`src/rtl/hazard_pkg.sv`:
```
// Shared constants for the hazard scoreboard: forwarding mux selects and perf counter width.
package hazard_pkg;

    localparam logic [1:0] FWD_RF  = 2'b00;
    localparam logic [1:0] FWD_WB  = 2'b01;
    localparam logic [1:0] FWD_MEM = 2'b10;

    localparam int unsigned PERF_W = 32;

endpackage

```
`src/rtl/mdu_busy_counter.sv`:
```
// Multi-cycle MDU busy tracker: IDLE when cnt is zero, BUSY otherwise.
module mdu_busy_counter
    import hazard_pkg::*;
#(
    parameter int unsigned MDU_LAT = 4,
    parameter int unsigned CW      = 8
) (
    input  logic clk,
    input  logic reset,
    input  logic start,
    output logic busy
);

    logic [CW-1:0] cnt_q, cnt_d;
    logic          busy_q;

    // A start while already busy simply restarts the countdown.
    always_comb begin
        cnt_d = cnt_q;
        if (start) begin
            cnt_d = CW'(MDU_LAT);
        end else if (cnt_q != '0) begin
            cnt_d = cnt_q - CW'(1);
        end
    end

    always_ff @(posedge clk or posedge reset) begin
        if (reset) begin
            cnt_q  <= '0;
            busy_q <= 1'b0;
        end else begin
            cnt_q  <= cnt_d;
            busy_q <= (cnt_d != '0);
        end
    end

    assign busy = busy_q;

endmodule

```
`src/rtl/hazard_scoreboard.sv`:
```
// Forwarding, load-use/branch/MDU stall detection for the 5-stage pipeline.
// Optional stall performance counters enabled with HAZARD_PERF_EN.
module hazard_scoreboard
    import hazard_pkg::*;
#(
    parameter int unsigned RW      = 5,
    parameter int unsigned MDU_LAT = 4,
    parameter int unsigned CW      = 8
) (
    input  logic              clk,
    input  logic              reset,
    input  logic [RW-1:0]     rs_d,
    input  logic [RW-1:0]     rt_d,
    input  logic [RW-1:0]     rs_e,
    input  logic [RW-1:0]     rt_e,
    input  logic [RW-1:0]     writereg_e,
    input  logic [RW-1:0]     writereg_m,
    input  logic [RW-1:0]     writereg_w,
    input  logic              regwrite_e,
    input  logic              regwrite_m,
    input  logic              regwrite_w,
    input  logic              memtoreg_e,
    input  logic              memtoreg_m,
    input  logic              branch_d,
    input  logic              mdu_start_e,
    input  logic              mdu_start_d,
    input  logic              hilo_read_d,
    output logic              forwarda_d,
    output logic              forwardb_d,
    output logic [1:0]        forwarda_e,
    output logic [1:0]        forwardb_e,
    output logic              stall_f,
    output logic              stall_d,
    output logic              flush_e,
    output logic              mdu_busy,
    output logic [PERF_W-1:0] perf_stall_cnt,
    output logic [PERF_W-1:0] perf_lw_cnt,
    output logic [PERF_W-1:0] perf_mdu_cnt
);

    logic lwstall, branchstall, mdustall;

    function automatic logic [1:0] fwd_sel(input logic [RW-1:0] src,
                                           input logic [RW-1:0] wr_m, input logic rw_m,
                                           input logic [RW-1:0] wr_w, input logic rw_w);
        logic [1:0] sel;
        sel = FWD_RF;
        if (src != '0) begin
            if (rw_m && (src == wr_m)) begin
                sel = FWD_MEM;
            end else if (rw_w && (src == wr_w)) begin
                sel = FWD_WB;
            end
        end
        return sel;
    endfunction

    assign forwarda_d = (rs_d != '0) && (rs_d == writereg_m) && regwrite_m;
    assign forwardb_d = (rt_d != '0) && (rt_d == writereg_m) && regwrite_m;
    assign forwarda_e = fwd_sel(rs_e, writereg_m, regwrite_m, writereg_w, regwrite_w);
    assign forwardb_e = fwd_sel(rt_e, writereg_m, regwrite_m, writereg_w, regwrite_w);

    mdu_busy_counter #(
        .MDU_LAT (MDU_LAT),
        .CW      (CW)
    ) u_mdu_busy_counter (
        .clk   (clk),
        .reset (reset),
        .start (mdu_start_e),
        .busy  (mdu_busy)
    );

    assign lwstall     = memtoreg_e && ((rt_e == rs_d) || (rt_e == rt_d));
    assign branchstall = branch_d &&
                         ((regwrite_e && ((writereg_e == rs_d) || (writereg_e == rt_d))) ||
                          (memtoreg_m && ((writereg_m == rs_d) || (writereg_m == rt_d))));
    // A start in E already blocks dependents before busy registers.
    assign mdustall    = (mdu_busy || mdu_start_e) && (hilo_read_d || mdu_start_d);

    assign stall_d = lwstall || branchstall || mdustall;
    assign stall_f = stall_d;
    assign flush_e = stall_d;

`ifdef HAZARD_PERF_EN
    logic [PERF_W-1:0] perf_stall_q, perf_lw_q, perf_mdu_q;

    always_ff @(posedge clk or posedge reset) begin
        if (reset) begin
            perf_stall_q <= '0;
            perf_lw_q    <= '0;
            perf_mdu_q   <= '0;
        end else begin
            if (stall_d)  perf_stall_q <= perf_stall_q + PERF_W'(1);
            if (lwstall)  perf_lw_q    <= perf_lw_q + PERF_W'(1);
            if (mdustall) perf_mdu_q   <= perf_mdu_q + PERF_W'(1);
        end
    end

    assign perf_stall_cnt = perf_stall_q;
    assign perf_lw_cnt    = perf_lw_q;
    assign perf_mdu_cnt   = perf_mdu_q;
`else
    assign perf_stall_cnt = '0;
    assign perf_lw_cnt    = '0;
    assign perf_mdu_cnt   = '0;
`endif

endmodule

```
`config.mk`:
```
export PLATFORM = sky130hd
export DESIGN_NAME = hazard_scoreboard
export DESIGN_NICKNAME = d
export VERILOG_FILES = /design/src/rtl/hazard_pkg.sv /design/src/rtl/mdu_busy_counter.sv /design/src/rtl/hazard_scoreboard.sv
export SDC_FILE = /design/constraint.sdc
export NUM_CORES = 1
export LEC_CHECK = 0
export ABC_CLOCK_PERIOD_IN_PS = 3050
export CORE_AREA = 2 2 85 87
export CTS_CLUSTER_SIZE = 12
export DETAILED_ROUTE_END_ITERATION = 10
export DIE_AREA = 0 0 87 89
export HOLD_SLACK_MARGIN = 0.08
export MAX_ROUTING_LAYER = met4
export PLACE_DENSITY = 0.79
export SLEW_MARGIN = 20
export SYNTH_ARGS = -nofsm -noshare
export SYNTH_HDL_FRONTEND = slang
export SYNTH_SLANG_ARGS = --single-unit
```
`constraint.sdc`:
```
create_clock -name clk -period 3.05 [get_ports clk]
set_input_delay 0.4575 -clock clk [delete_from_list [all_inputs] [get_ports clk]]
set_output_delay 0.4575 -clock clk [all_outputs]
set_load 0.005 [all_outputs]
```
==> flow_summary.json <==
{
  "cellPowerDensity_nw_per_um2": 395,
  "crit_type": "primary input to primary output",
  "setup_ws_ns": 0.140,
  "synth.top_cells.by_count": "99 x buf_4, 30 x xor2_1, 23 x xnor2_1",
  "totalWireLength_mm": 4.41,
  "period_share_pct": 95.4,
  "grt_pass1_wl_mm": 6.90,
  "peakVddDrop_mv": 0.298,
  "synth_edf_count": 0,
  "worstPathMaxFanout": 3,
  "setup_tns_ns": 0,
  "antenna_found_initial": 0,
  "async_flop_share_pct": 100,
  "critPathMaxStageDelay_ns": 0.55,
  "hpwl_mm": 3.87,
  "avgSynthCellArea_um2": 7.83,
  "total_power_uw": 914,
  "grt_pass1_vias": 1471,
  "status": "finished, final reports clean",
  "cts_buffers": 3,
  "seq_area_frac_synth_pct": 11.4,
  "die_x_um": 87,
  "dr.pass1.iters": 4,
  "syn_inst": 252,
  "h-tree-depth": 1,
  "grt.total_usage_pct": 11.5,
  "syn_area_um2": 1970,
  "clock_path_buffers": 2,
  "fmax_ghz": 0.344,
  "worst-path-buf-inv": 2,
  "drt-vias-per-instance": 4.05,
  "min_period_ns": 2.91,
  "first_iter_violations": 17,
  "dp_slack_ns": 0.0578,
  "drive_above_1_share_pct": 4.56,
  "fill_cells": 684,
  "drtAntennaViolNets": 0,
  "worst_ep_arrival_time_ns": 2.45,
  "gr-total-overflow": 0,
  "clk_latency_ns": 0.24,
  "setup.worst_path.start_class": "primary input",
  "die_h_um": 89,
  "area_delta_synth_final_pct": 17.2,
  "die-area_um2": 7740,
  "clock-sinks": 9,
  "synth_ff_type": "dfrtp_1",
  "fin_nets": 356,
  "placed_cell_area_um2": 2250,
  "rows": 30,
  "yosys.area.top_type": "buf_4",
  "ys.warnings.count": 0,
  "initial_utilization_pct": 29.4,
  "yosysUniqueCellTypes": 36,
  "ys_ff_latch": 9,
  "rsz0062_at_grt": "false",
  "worst_clock_skew_ns": 0.00168,
  "core_area_um2": 6720,
  "crit_chain": "clkdlybuf4s50_1 -> xor2_1 -> nor4_1 -> nand3_1 -> nand3_1 -> a311o_1 -> clkdlybuf4s50_1",
  "rr_worst_depth": 7,
  "r2r_start": "u_mdu_busy_counter.cnt_q[0]",
  "cts_setup_buffers": 0,
  "drc": 0,
  "r2r_end": "u_mdu_busy_counter.busy",
  "crit_cells": 7,
  "finalHoldViolations": 0,
  "ff2ff_setup_slack_ns": 1.16,
  "vias": 1566,
  "clkTransAtPathRegs_ns": 0.05,
  "synthTopCellsByArea": "buf_4 38%, xor2_1 13%, dfrtp_1 11%, xnor2_1 10%, nor2_1 2.7%",
  "antennaDiodeCount": 0,
  "ios": 152,
  "cts_tree": "done",
  "hp-class": "primary input to async pin",
  "synth_top_area_share_pct": 37.7,
  "fin_util_pct": 34.4,
  "cp-end-kind": "primary output",
  "maxCapViolations": 0,
  "grt_start_max_net_pins": 10,
  "p_leak_uw": 0.00108,
  "cts-hold-fix-buffers": 0,
  "cts_root_buf": "clkbuf_8",
  "setup_viol": 0,
  "worst_path_max_delay_cell": "clkdlybuf4s50_1",
  "cts_resized": 0,
  "avgRoutedWirePerCell_um": 11.4,
  "crit_required_ns": 2.59,
  "finalInstanceArea_um2": 2310,
  "synth_most_common_cell": "buf_4",
  "gp_congestion": 0.801,
  "critPathTopFamily": "buffers and inverters",
  "io_buffers": 55,
  "slew_violations": 0
}
sequential cells by signal, indices dropped and copies added (netlist names):
signal,cells
u_mdu_busy_counter.busy,1
u_mdu_busy_counter.cnt_q,8
logic make-up after synthesis:
| family | after synthesis | synth area share [%] |
|---|---|---|
| AO/OA/AOI/OAI | 17 | 5.90 |
| XOR/XNOR | 53 | 23.5 |
| adder cells (fa/ha/maj) | 2 | 1.27 |
| buffers and inverters | 109 | 39.9 |
| flip-flops | 9 | 11.4 |
| multiplexers | 2 | 1.01 |
| other | 1 | 0.190 |
| AND/OR/NAND/NOR | 59 | 16.8 |
per-stage QoR:
stage	instances	hold slack, ns
after floorplan	347	0.285
after global placement	383	0.550
after detailed placement	383	0.577
after CTS	387	0.490
after global routing	387	0.513
final	387	0.486
final cells by class:
type | instances | area [µm²] | area share [%]
well taps | 80 | 100 | 4.33
clock inverters | 1 | 5.00 | 0.216
clock buffers | 3 | 41.3 | 1.79
multi-input cells | 229 | 1320 | 57.3
flip-flops and latches | 9 | 225 | 9.74
inverters | 5 | 18.8 | 0.812
repair buffers | 60 | 598 | 25.9
power by group:
group / internal (µW) / switching [µW] / leakage (µW)
registers: 162 / 65.4 / 0.000113
logic: 268 / 279 / 0.000940
clock network: 89.2 / 50.0 / 0.0000255
total: 519 / 394 / 0.00108
metal layers:
metal | GRT usage, % | part of all wire (%) | up-vias | routed length [µm]
met5 | - | 0 | - | 0
met4 | 3.55 | 1.6 | 0 | 70
met3 | 2.86 | 7.3 | 8 | 323
met2 | 20.3 | 52 | 85 | 2300
met1 | 12.7 | 39 | 727 | 1720
li1 | - | - | 746 | -
worst max path at each step:
stage | endpoint | slack (ns) | from
floorplan | stall_d | 1.14 | rt_e[0]
global placement | flush_e | 0.06 | rt_e[3]
detailed placement | flush_e | 0.06 | rt_d[3]
CTS | flush_e | 0.05 | rt_d[3]
global route | flush_e | 0.0003 | writereg_m[4]
finish | flush_e | 0.14 | rt_e[0]
cell usage in the layout, fill, tap and decap left out, drive strengths merged, types with 4 or more instances in the layout:
master and instances:
o21ai 4, conb 96, nor3 10, buf 5
nand2 5, nand4 5, nor4 6, dlymetal6s2s 4
nor2 14, xnor2 23, inv 5, nand3 7
dfrtp 9, clkdlybuf4s50 51, xor2 30
No activity file was read; power rests on OpenSTA's default activity.
